==> config.mk <==
export PLATFORM = sky130hd
export DESIGN_NAME = round_ctrl
export DESIGN_NICKNAME = d
export VERILOG_FILES = /design/src/rtl/round_ctrl_pkg.sv /design/src/rtl/round_ctrl_sec_tick.sv /design/src/rtl/round_ctrl.sv
export SDC_FILE = /design/constraint.sdc
export NUM_CORES = 1
export LEC_CHECK = 0
export ABC_CLOCK_PERIOD_IN_PS = 1700
export BUFFER_PORTS_ARGS = -buffer_cell sky130_fd_sc_hd__buf_2
export CAP_MARGIN = 20
export CORE_ASPECT_RATIO = 0.75
export CORE_MARGIN = 5
export CORE_UTILIZATION = 45
export DETAILED_ROUTE_END_ITERATION = 7
export PLACE_DENSITY = 0.76
export SYNTH_ARGS = -nofsm -noshare
export SYNTH_HDL_FRONTEND = slang
export SYNTH_HIERARCHICAL = 1
export SYNTH_SLANG_ARGS = --single-unit
export TNS_END_PERCENT = 50
==> constraint.sdc <==
create_clock -name Clk100M -period 1.7 [get_ports Clk100M]
set_input_delay 0.255 -clock Clk100M [delete_from_list [all_inputs] [get_ports Clk100M]]
set_output_delay 0.255 -clock Clk100M [all_outputs]
set_load 0.02 [all_outputs]
==> src/rtl/round_ctrl_pkg.sv <==
// Shared definitions for the round sequencer: state codes, digit limits and
// the minimum round time used when ROUND_CTRL_SPEEDUP_EN is defined.
package round_ctrl_pkg;

  localparam int DIGIT_W = 4;
  localparam logic [DIGIT_W-1:0] MAX_DIGIT = 4'd9;
  localparam int SPEEDUP_MIN_SECS = 3;

  typedef enum logic [2:0] {
    ST_IDLE  = 3'd0,
    ST_FETCH = 3'd1,
    ST_PLAY  = 3'd2,
    ST_WIN   = 3'd3,
    ST_LOSE  = 3'd4,
    ST_OVER  = 3'd5
  } state_e;

  function automatic logic [DIGIT_W-1:0] clamp_digit(input logic [DIGIT_W-1:0] v);
    return (v > MAX_DIGIT) ? MAX_DIGIT : v;
  endfunction

endpackage

==> src/rtl/round_ctrl_sec_tick.sv <==
// Brings the 1 Hz square wave into the fast domain and turns each rising edge
// into a single-cycle tick, registered so it lands 3 cycles after the edge.
module sec_tick (
  input  logic clk,
  input  logic rst,
  input  logic slow_in,
  output logic tick
);

  logic sync1_q, sync1_d;
  logic sync2_q, sync2_d;
  logic prev_q,  prev_d;
  logic tick_q,  tick_d;

  // Synchronizer chain, history flop and edge detect.
  always_comb begin
    sync1_d = slow_in;
    sync2_d = sync1_q;
    prev_d  = sync2_q;
    tick_d  = sync2_q & ~prev_q;
  end

  // Flop bank.
  always_ff @(posedge clk or posedge rst) begin
    if (rst) begin
      sync1_q <= 1'b0;
      sync2_q <= 1'b0;
      prev_q  <= 1'b0;
      tick_q  <= 1'b0;
    end else begin
      sync1_q <= sync1_d;
      sync2_q <= sync2_d;
      prev_q  <= prev_d;
      tick_q  <= tick_d;
    end
  end

  assign tick = tick_q;

endmodule

==> src/rtl/round_ctrl.sv <==
// Round sequencer for the counter game: fetch target, steer guess against a
// seconds countdown, judge, hold result. Optional macro: ROUND_CTRL_SPEEDUP_EN.
module round_ctrl
  import round_ctrl_pkg::*;
#(
  parameter int ROUND_SECS = 9,
  parameter int HOLD_SECS  = 2,
  parameter int WIN_SCORE  = 9
) (
  input  logic               Clk100M,
  input  logic               reset,
  input  logic               Clk1Hz,
  input  logic               upB,
  input  logic               downB,
  input  logic               startB,
  output logic               targetReq,
  input  logic               targetValid,
  input  logic [DIGIT_W-1:0] targetIn,
  output logic [DIGIT_W-1:0] guess,
  output logic [DIGIT_W-1:0] target,
  output logic [DIGIT_W-1:0] timeLeft,
  output logic [DIGIT_W-1:0] score,
  output logic [2:0]         state,
  output logic               roundWin,
  output logic               roundLose
);

  localparam logic [DIGIT_W-1:0] HOLD_LOAD = 4'(HOLD_SECS);
  localparam logic [DIGIT_W-1:0] WIN_CAP   = 4'(WIN_SCORE);

  state_e             state_q, state_d;
  logic [DIGIT_W-1:0] guess_q, guess_d;
  logic [DIGIT_W-1:0] target_q, target_d;
  logic [DIGIT_W-1:0] time_q, time_d;
  logic [DIGIT_W-1:0] score_q, score_d;
  logic [DIGIT_W-1:0] hold_q, hold_d;
  logic               req_q, req_d;
  logic               win_q, win_d;
  logic               lose_q, lose_d;
  logic               tick_s;
  logic [DIGIT_W-1:0] round_time_s;

  sec_tick u_sec_tick (
    .clk     (Clk100M),
    .rst     (reset),
    .slow_in (Clk1Hz),
    .tick    (tick_s)
  );

`ifdef ROUND_CTRL_SPEEDUP_EN
  localparam int RT_FLOOR = (ROUND_SECS < SPEEDUP_MIN_SECS) ? ROUND_SECS : SPEEDUP_MIN_SECS;
  int rt_int_s;

  // Rounds shorten as the score climbs, never below the floor.
  always_comb begin
    rt_int_s = ROUND_SECS - int'(score_q);
    if (rt_int_s < RT_FLOOR) begin
      round_time_s = 4'(RT_FLOOR);
    end else begin
      round_time_s = 4'(rt_int_s);
    end
  end
`else
  assign round_time_s = 4'(ROUND_SECS);
`endif

  // Next-state and datapath updates; startB takes priority over a tick in PLAY.
  always_comb begin
    state_d  = state_q;
    guess_d  = guess_q;
    target_d = target_q;
    time_d   = time_q;
    score_d  = score_q;
    hold_d   = hold_q;
    req_d    = 1'b0;
    win_d    = 1'b0;
    lose_d   = 1'b0;
    case (state_q)
      ST_IDLE: begin
        if (startB) begin
          score_d = 4'd0;
          state_d = ST_FETCH;
        end else begin
          state_d = ST_IDLE;
        end
      end
      ST_FETCH: begin
        if (targetValid) begin
          target_d = clamp_digit(targetIn);
          guess_d  = 4'd0;
          time_d   = round_time_s;
          state_d  = ST_PLAY;
        end else begin
          req_d = 1'b1;
        end
      end
      ST_PLAY: begin
        if (startB) begin
          hold_d = HOLD_LOAD;
          if (guess_q == target_q) begin
            win_d   = 1'b1;
            score_d = score_q + 4'd1;
            state_d = ST_WIN;
          end else begin
            lose_d  = 1'b1;
            state_d = ST_LOSE;
          end
        end else begin
          if (tick_s) begin
            if (time_q <= 4'd1) begin
              time_d  = 4'd0;
              lose_d  = 1'b1;
              hold_d  = HOLD_LOAD;
              state_d = ST_LOSE;
            end else begin
              time_d = time_q - 4'd1;
            end
          end else begin
            time_d = time_q;
          end
          if (upB && !downB) begin
            guess_d = (guess_q < MAX_DIGIT) ? guess_q + 4'd1 : guess_q;
          end else if (downB && !upB) begin
            guess_d = (guess_q > 4'd0) ? guess_q - 4'd1 : guess_q;
          end else begin
            guess_d = guess_q;
          end
        end
      end
      ST_WIN: begin
        if (hold_q == 4'd0) begin
          state_d = (score_q == WIN_CAP) ? ST_OVER : ST_FETCH;
        end else if (tick_s) begin
          hold_d = hold_q - 4'd1;
        end else begin
          hold_d = hold_q;
        end
      end
      ST_LOSE: begin
        if (hold_q == 4'd0) begin
          state_d = ST_OVER;
        end else if (tick_s) begin
          hold_d = hold_q - 4'd1;
        end else begin
          hold_d = hold_q;
        end
      end
      ST_OVER: begin
        if (startB) begin
          score_d = 4'd0;
          state_d = ST_FETCH;
        end else begin
          state_d = ST_OVER;
        end
      end
      default: begin
        state_d = ST_IDLE;
      end
    endcase
  end

  // State and output registers.
  always_ff @(posedge Clk100M or posedge reset) begin
    if (reset) begin
      state_q  <= ST_IDLE;
      guess_q  <= 4'd0;
      target_q <= 4'd0;
      time_q   <= 4'd0;
      score_q  <= 4'd0;
      hold_q   <= 4'd0;
      req_q    <= 1'b0;
      win_q    <= 1'b0;
      lose_q   <= 1'b0;
    end else begin
      state_q  <= state_d;
      guess_q  <= guess_d;
      target_q <= target_d;
      time_q   <= time_d;
      score_q  <= score_d;
      hold_q   <= hold_d;
      req_q    <= req_d;
      win_q    <= win_d;
      lose_q   <= lose_d;
    end
  end

  assign targetReq = req_q;
  assign guess     = guess_q;
  assign target    = target_q;
  assign timeLeft  = time_q;
  assign score     = score_q;
  assign state     = state_q;
  assign roundWin  = win_q;
  assign roundLose = lose_q;

endmodule

Yosys cells after proc, flatten, opt, wreduce, memory -nomap -nowiden
Cells that the tools add are included.

operators by class
  add/sub/neg operators = 5
  magnitude comparators = 4
  equality and inequality tests = 22
  multiplexer cells = 44
  bitwise logic cells = 2
  reduce and logical (&&, ||, !) cells = 17

operator list
  kind                 count
  $mux 4               19
  $pmux 4 s2           4
  $mux 3               9
  $pmux 3 s6           1
  $ne 2x2->1 const B   7
  $ne 3x3->1 const B   4
  $sub 4x1->4 const B  3
  $mux 1               11
  $reduce_and 5->1     2
  $add 4x1->4 const B  2
  $reduce_and 4->1     2
  $eq 3x2->1 const B   2
  $eq 3x3->1 const B   2
  $ne 2x1->1 const B   3
  $reduce_and 6->1     1
  $reduce_bool 2->1    3
  $eq 4x4->1           1
  $eq 4x4->1 const B   1
  $gt 4x1->1 const B   1
  $gt 4x4->1 const B   1
  $le 4x1->1 const B   1
  $logic_not 4->1      1
  $lt 4x4->1 const B   1
  $reduce_or 2->1      2
  8 further kinds      10

storage, ports and cells
  bits in registers = 30
  bits of input ports = 11
  output and inout port bits = 22
  word-level logic and storage cells = 107

Longest topological paths before layout
Gate-level depths: netlist of the first run.

  depth in word-level cells = 6
  mapped depth = 9
  mapped depth without buffers = 9

Cells and area by module
The synthesis of the first run kept the hierarchy.

modules (own cells, without submodules)
  module      times used  cells an instance  area an instance (µm²)  seq. area each (µm²)
  round_ctrl  1           174                1644.1                  650.6
  sec_tick    1           6                  117.6                   100.1

Worst setup path after synthesis of the first run
OpenSTA, ideal clock, no wires.

  kind = reg-to-reg
  from = register time_q[0] (netlist: timeLeft[0])
  to = register state_q[2] (netlist: state[2])
  arrival time = 1.666 ns
  required time = 1.565 ns
  slack = -0.101 ns
  stages on the path, launching flop included = 8
  period minus slack after synthesis = 1.801 ns
  cells stage by stage = dfrtp_1 -> inv_1 -> ha_1 -> or2_1 -> a31oi_1 -> nand2_1 -> o21ai_1 -> o41ai_1

between the ends
  cells in the longest elaborated chain, start to end = 3

ends and longest elaborated chain
  item                               line               source
  start, declared                    round_ctrl.sv:34   logic [DIGIT_W-1:0] time_q, time_d;
  start signal, assigned             round_ctrl.sv:178  time_q <= time_d;
  $le 4x1->1                         round_ctrl.sv:110  if (time_q <= 4'd1) begin
  $ne 3x3->1 (no source line)        n/a
  $reduce_and 5->1 (no source line)  n/a
  end signal, assigned               round_ctrl.sv:175  state_q <= state_d;
  end, declared                      round_ctrl.sv:31   state_e state_q, state_d;

No other way between the ends.
A chain may end at the register's enable or synchronous reset.

Worst setup path in the final report of the first run
  from = register hold_q[0]
  to = register hold_q[2]

between the ends
  cells in the longest elaborated chain, start to end = 4
  elaborated cells on any way between the ends = 7
  those cells by class = 1 x add/sub; 1 x eq/ne; 3 x mux; 2 x reduce/logical

ends and longest elaborated chain
  item                    line                                  source
  start, declared         round_ctrl.sv:36                      logic [DIGIT_W-1:0] hold_q, hold_d;
  start signal, assigned  round_ctrl.sv:180                     hold_q <= hold_d;
  $sub 4x1->4             round_ctrl.sv:134, round_ctrl.sv:143
  $mux 4                  round_ctrl.sv:133, round_ctrl.sv:142
  $mux 4                  round_ctrl.sv:131                     if (hold_q == 4'd0) begin
  $pmux 4 s2              round_ctrl.sv:78                      case (state_q)

Several ways; a longest one is shown, not always the timed one. The select of a mux whose other input is x is not followed.

==> run summary, run 1 <==
total gr overflow -> 0
multi-input logic area -> 992 µm²
clock period minus worst slack -> 1.64 ns
Finish-stage setup viols -> 0
total track usage -> 16.3%
share of cells above drive strength 1 -> 36.9%
grt peak-use layer -> met2
Max Cap Viol -> 0
vias in the first global route -> 1458
Max stage delay cell, worst path -> or3b_4
post-synthesis compound-gate area fraction -> 16.3%
overall routed net length -> 4010 µm
CTS root buf -> clkbuf_8
worst hold stages -> 1
DP Wirelength -> 3010 µm
Post-Synth XOR/XNOR Area -> 4.97%
TritonRoute pass-1 iters -> 4
register area share after synthesis -> 42.6%
Final Max Slew Viols -> 0
Die Ht -> 64.2 µm
Static Leak -> 1.12 nW
Synth Area in Simple Gates -> 22.0%
power per standard cell area -> 1730 nW/µm²
antenna-violating nets left -> 0
#FFs+latches synth -> 30
run status -> finished, final reports clean
RSZ-0062 raised after global routing -> yes
CORE AREA -> 3710 µm²
crit-path cells -> inv_1 > ha_1 > buf_4 > or3b_4 > o211ai_4 > o21ai_2 > o21ai_1 > a21o_1
Final #Nets -> 255
CP endpoint kind -> flop
CTS max path bufs -> 2
Register-to-Register Path Depth -> 8
WL per Instance -> 13.9 µm
CTS clk-pin slew, worst paths -> 0.06 ns
hold_ws -> 0.0745 ns
Setup TNS Final -> 0 ns
die area -> 5280 µm²
TritonCTS clock tree -> built
worst path required time -> 1.93 ns
crit path DAT -> 1.87 ns
f_max -> 608 MHz
slowest stage delay, CP -> 0.40 ns
Worst Path Max Fanout -> 4
insertion delay to the later sink of the worst-skew pair -> 0.29 ns
fill count -> 328
Vias/cell -> 5.10
Slew HR -> 67.2%
grt met3 use -> 4.92%
Syn. warnings -> 6
CTS H-tree lvls -> 2
initial antenna violation count -> 0
min-delay worst type -> primary input to flop
adder-cell share of the synthesized area -> 6.82%
Synth cell types -> 47
routing usage on met1 -> 22.9%
Fin. Hold Viols -> 0
Setup CP Type -> flop to flop
Ports -> 33
peak supply drop -> 0.965 mV
Post-Syn Area -> 1760 µm²
grt met2 use -> 23.8%
Post-Syn Area per Cell -> 9.79 µm²
GPL Wtd Cong -> 0.885
vias post-DR -> 1468
Slew @ Worst Pin -> 0.490 ns
syn_nets -> 200
first-pass GRT wire length -> 6640 µm
main combinational cell family by area after synthesis -> simple AND/OR/NAND/NOR gates
final core utilization -> 62.3%
die width -> 82.3 µm
number of CTS-inserted buffers -> 5
largest net degree at the start of global routing -> 27
setup skew after layout -> 0.00590 ns
buffers added on ports -> 32
final period utilization -> 96.7%
# rows -> 19
clock tree sinks -> 30
Critical Path Start Type -> flop
initial DRC count -> 134
mux cell area share after synthesis -> 1.78%
# DRC -> 0
cells after synthesis -> 180
ant diodes -> 0
synthesis-to-layout area growth -> 31.1%
Initial Util -> 47.5%
FF/Latch Area -> 752 µm²
[per-layer routing]
metal	share of wire [%]	wire length (µm)
met3	6.1	246
met1	49	1960
met5	0	0
met4	1.3	54
met2	44	1750
[synthesized netlist by cell type, drive strengths merged]
library cell / number / area, µm²
nand3: 6 / 35.0
a21oi: 9 / 45.0
o21ai: 16 / 80.1
or3b: 2 / 17.5
o32ai: 1 / 8.76
o31ai: 1 / 12.5
nand2: 12 / 45.0
nor2b: 3 / 26.3
o311ai: 1 / 8.76
a21o: 2 / 15.0
buf: 5 / 36.3
nor4bb: 1 / 10.0
nor2: 17 / 63.8
and2: 2 / 12.5
mux2: 1 / 11.3
nor4: 1 / 12.5
nor3: 8 / 51.3
clkbuf: 1 / 3.75
nand2b: 5 / 31.3
xnor2: 9 / 78.8
a211oi: 1 / 7.51
fa: 1 / 20.0
o211ai: 3 / 46.3
a2111oi: 1 / 8.76
or2: 3 / 18.8
o41ai: 3 / 41.3
dfrtp: 30 / 751
nand4b: 1 / 8.76
nor3b: 4 / 40.0
and3: 1 / 6.26
ha: 8 / 100
o21a: 1 / 7.51
mux2i: 2 / 20.0
a31oi: 1 / 6.26
xor2: 1 / 8.76
and3b: 1 / 8.76
inv: 15 / 56.3
[worst paths after layout]
path,endpoint,from,slack [ns]
min in group asynchronous,u_sec_tick/sync1_q,reset,0.40
hold / removal,u_sec_tick/sync1_q,Clk1Hz,0.07
hold reg to reg,u_sec_tick/prev_d,u_sec_tick/sync1_q,0.36
setup / recovery,hold_q[2],hold_q[0],0.06
max in group asynchronous,timeLeft[0],reset,0.86
setup reg to reg,hold_q[2],hold_q[0],0.06
[layout by cell type (no fill, tap or decap), types with 3 or more instances in the layout]
| cell type | count |
|---|---|
| nand3_1 | 5 |
| o41ai_2 | 3 |
| nand2b_1 | 5 |
| o21ai_0 | 5 |
| nor3b_2 | 3 |
| inv_1 | 14 |
| a21oi_1 | 9 |
| clkbuf_8 | 6 |
| ha_1 | 8 |
| xnor2_1 | 9 |
| nor3_1 | 7 |
| nand2_1 | 12 |
| buf_4 | 21 |
| buf_2 | 32 |
| dfrtp_1 | 29 |
| nor2_1 | 16 |
| o21ai_1 | 9 |
[report_power, final]
| group | total, mW | switching, mW | internal [mW] | leakage (nW) |
|---|---|---|---|---|
| registers | 1.12 | 0.204 | 0.920 | 0.383 |
| logic | 2.13 | 1.22 | 0.909 | 0.677 |
| clock network | 0.751 | 0.274 | 0.477 | 0.0585 |
| total | 4.00 | 1.70 | 2.31 | 1.12 |
[per-stage QoR]
step           power (mW)  cells  cell area (µm²)  setup slack, ns
4_1_cts              3.87    288             2250           0.0229
2_1_floorplan        2.47    180             1770          0.00287
5_1_grt              4.29    288             2310          -0.0361
3_3_place_gp         3.05    279             2110           0.0335
3_5_place_dp         3.09    279             2110          -0.0179
6_report             4.00    288             2310           0.0557
[layout make-up]
| class | count | area share (%) |
|---|---|---|
| inverters | 15 | 2.44 |
| well taps | 52 | 2.82 |
| multi-input cells | 129 | 43.0 |
| clock buffers | 7 | 3.74 |
| flip-flops and latches | 30 | 32.6 |
| repair buffers | 54 | 14.2 |
| clock inverters | 1 | 1.30 |
[sequential cells by signal, indices dropped and copies added (netlist names)]
signal	cells
state	3
u_sec_tick/prev_d	1
timeLeft	4
hold_q	4
u_sec_tick/prev_q	1
target	4
u_sec_tick/tick	1
score	4
targetReq	1
guess	4
roundLose	1
roundWin	1
u_sec_tick/sync1_q	1
[critical path: cells and delay by family, from the launching register on]
kind	cells	cell delay (ns)
AO/OA/AOI/OAI	4	0.47
adder cells (fa/ha/maj)	1	0.16
buffers and inverters	2	0.18
flip-flops	1	0.38
AND/OR/NAND/NOR	1	0.40
[repair_timing]
item | in CTS | in global routing
pin swaps | 0 | 1
endpoints found under the hold margin | 4 | 0
gates resized for setup | 2 | 13
setup buffers | 0 | 0
endpoints found under the setup margin | 3 | 13
hold buffers | 1 | 0
[kinds of logic (layout without fill, tap and decap cells)]
kind of cell               count (synthesis)  in the layout
xor gates and xnor gates                  10             10
buffers and inverters                     21             77
AOI/OAI and AO/OA                         40             40
DFF                                       30             30
adders and majority gates                  9              9
and+or+nand+nor                           67             67
muxes                                      3              3
No activity file was read; power rests on OpenSTA's default activity.
==> inputs of run 2 (changes only) <==
--- a/config.mk
+++ b/config.mk
@@ -5,14 +5,15 @@
 export SDC_FILE = /design/constraint.sdc
 export NUM_CORES = 1
 export LEC_CHECK = 0
-export ABC_CLOCK_PERIOD_IN_PS = 1700
+export ABC_AREA = 1
+export ABC_CLOCK_PERIOD_IN_PS = 2100
 export BUFFER_PORTS_ARGS = -buffer_cell sky130_fd_sc_hd__buf_2
 export CAP_MARGIN = 20
 export CORE_ASPECT_RATIO = 0.75
 export CORE_MARGIN = 5
 export CORE_UTILIZATION = 45
 export DETAILED_ROUTE_END_ITERATION = 7
-export PLACE_DENSITY = 0.76
+export PLACE_DENSITY = 0.74
 export SYNTH_ARGS = -nofsm -noshare
 export SYNTH_HDL_FRONTEND = slang
 export SYNTH_HIERARCHICAL = 1
==> constraint.sdc (replaced) <==
create_clock -name Clk100M -period 2.1 [get_ports Clk100M]
set_input_delay 0.315 -clock Clk100M [delete_from_list [all_inputs] [get_ports Clk100M]]
set_output_delay 0.315 -clock Clk100M [all_outputs]
set_load 0.02 [all_outputs]
==> run summary, run 2 <==
TritonRoute pass-1 iters -> 4
Fin. Hold Viols -> 0
CORE AREA -> 4000 µm²
Static Leak -> 1.22 nW
Crit Reg-Reg Endpoint -> state[1]
number of CTS-inserted buffers -> 5
Ports -> 33
die area -> 5500 µm²
ant diodes -> 0
die width -> 83.9 µm
final instance area -> 2220 µm²
Critical Path Start Type -> flop
crit path DAT -> 1.76 ns
Max Cap Viol -> 0
CP bufs+invs -> 2
Final #Nets -> 302
Setup CP Type -> flop to flop
first-pass GRT wire length -> 6820 µm
commonest non-fill, non-tap cell in the layout -> nand2_1
total gr overflow -> 0
# rows -> 20
overall routed net length -> 3760 µm
#FFs+latches synth -> 30
Switching Share -> 45.1%
DP Wirelength -> 2970 µm
peak supply drop -> 0.744 mV
GPL Wtd Cong -> 0.851
pre-CTS setup slack -> 0.393 ns
Final Max Slew Viols -> 0
Slew @ Worst Pin -> 0.341 ns
final period utilization -> 76.2%
Pwr Total -> 3.41 mW
Clk pwr share -> 20.8%
Synth cell types -> 25
Setup TNS Final -> 0 ns
RSZ-0062 raised after global routing -> no
most frequent cells in the layout -> nand2_1 (74), buf_2 (32), inv_1 (30), dfrtp_1 (30), nor2_1 (24)
min-delay worst type -> primary input to flop
Worst Slack Setup Final -> 0.500 ns
library cell with the largest summed area after synthesis -> dfrtp_1
Die Ht -> 65.5 µm
initial antenna violation count -> 0
Post-Syn Area per Cell -> 7.63 µm²
Internal -> 1.87 mW
sequential share of power -> 28.9%
slowest stage delay, CP -> 0.40 ns
vias in the first global route -> 1511
total track usage -> 15.5%
insertion delay to the later sink of the worst-skew pair -> 0.27 ns
# DRC -> 0
Psw -> 1.54 mW
Setup crit start -> timeLeft[0]
initial DRC count -> 141
cell mode on critical path -> nand2_1
antenna-violating nets left -> 0
commonest cells in the netlist -> nand2_1 (74), dfrtp_1 (30), inv_1 (30), nor2_1 (24), nand3_1 (14)
TritonCTS clock tree -> built
cells after synthesis -> 242
setup skew after layout -> 0.00575 ns
Register-to-Register Path Depth -> 10
Setup crit end -> state[1]
Worst Path Max Fanout -> 6
CP top delay family -> simple AND/OR/NAND/NOR gates
CP endpoint kind -> flop
Max stage delay cell, worst path -> dfrtp_1
run status -> finished, final reports clean
Post-synth top flop -> dfrtp_1
CTS H-tree lvls -> 2
Vias/cell -> 4.77
synthesis-to-layout area growth -> 20.5%
vias post-DR -> 1611
CTS max path bufs -> 2
Post-CTS Setup Bufs -> 0
power per standard cell area -> 1530 nW/µm²
post-synth top area share -> 40.7%
Post-Syn Area -> 1850 µm²
share of cells above drive strength 1 -> 23.3%
clock period minus worst slack -> 1.60 ns
Finish-stage setup viols -> 0
Async S/R FF share, synth -> 100%
largest net degree at the start of global routing -> 27
Comb power frac -> 50.3%
Synth area leaders -> dfrtp_1 (41%), nand2_1 (15%), inv_1 (6.1%), ha_1 (5.4%), nor2_1 (4.9%)
f_max -> 625 MHz
syn_nets -> 262
buffers added on ports -> 32
critical path depth -> 10
EDFF count, synth -> 0
Reg-to-Reg Start -> timeLeft[0]
Initial Util -> 46.1%
Slew HR -> 77.3%
CTS root buf -> clkbuf_8
clock tree sinks -> 30
Syn. warnings -> 6
register area share after synthesis -> 40.7%
CTS clk-pin slew, worst paths -> 0.06 ns
placed inst area -> 2070 µm²
dpl cells -> 329
Layout Cells excl Fill -> 338
fill count -> 375
worst path required time -> 2.26 ns
crit-path cells -> inv_1 > ha_1 > nor2_1 > nor2_2 > nand2_1 > nand3_2 > inv_1 > nor2_2 > nand2_1 > nand2_1
top-count cell post-synth -> nand2_1
WL per Instance -> 11.1 µm
worst reg-to-reg setup slack -> 0.50 ns
==> run 2: changes by cell type in the layout (fill, tap and decap cells not counted), sizes merged, moves of 4 or more <==
| cell | delta |
|---|---|
| nand2 | +72 |
| buf | -20 |
| inv | +17 |
| nor2 | +14 |
| nand3 | +12 |
| a21oi | -8 |
| nand4 | +8 |
| xnor2 | -7 |
| nand2b | -5 |
| nor3 | -4 |
| nor3b | -4 |
==> run 2: cell type report <==
cell class,instances,area (µm²),share of cell area [%]
multi-input cells,179,963,43.3
well taps,55,68.8,3.10
clock buffers,6,82.6,3.71
flip-flops and latches,30,751,33.8
inverters,32,120,5.40
clock inverters,2,60.1,2.70
repair buffers,34,178,7.99
==> run 2: cells by family after synthesis <==
| group | Yosys count | share of synthesized area, % |
|---|---|---|
| compound gates | 17 | 5.08 |
| simple gates | 147 | 37.8 |
| fa+ha+maj | 9 | 6.51 |
| flops | 30 | 40.7 |
| xor+xnor | 6 | 2.85 |
| buf+inv | 33 | 7.12 |
==> run 2: through the flow <==
step / hold slack [ns] / util [%]
after floorplan: 0.0811 / -
after global placement: 0.208 / 51.7
after detailed placement: 0.212 / 51.7
after CTS: 0.132 / 55.5
after global routing: 0.130 / 55.5
final: 0.142 / 55.5
==> run 2: how the worst min path moves through the flow <==
stage          startpoint                 end  slack (ns)  depth (start not counted)
3_5_place_dp        reset   u_sec_tick/prev_q        0.21                          2
2_1_floorplan       reset   u_sec_tick/prev_d        0.08                          1
5_1_grt            Clk1Hz  u_sec_tick/sync1_q        0.13                          1
3_3_place_gp        reset  u_sec_tick/sync1_q        0.21                          2
4_1_cts            Clk1Hz  u_sec_tick/sync1_q        0.13                          1
6_report           Clk1Hz  u_sec_tick/sync1_q        0.14                          1
==> run 2: timing repair <==
action / CTS / global route
endpoints found under the setup margin: 0 / 0
gates resized for setup: 0 / 0
endpoints found under the hold margin: 4 / 0
hold buffers: 1 / 0
==> run 2: power by group through the flow <==
stage / registers [mW] / logic [mW] / clock network (mW)
after detailed placement: 0.993 / 1.72 / 0
final: 0.985 / 1.71 / 0.710
after global placement: 0.992 / 1.68 / 0
after floorplan: 1.13 / 1.16 / 0
after CTS: 0.984 / 1.73 / 0.730
after global routing: 1.02 / 1.95 / 0.766
==> run 2: layer usage <==
metal  vias to the layer above  wire [µm]  share of wire (%)  GRT usage, %
met5                         -          0                  0             0
met4                         0         31               0.82          4.62
met3                         5        242                6.4          5.26
met2                        43       1590                 42          22.2
met1                       715       1900                 50          22.1
li1                        848          -                  -             -
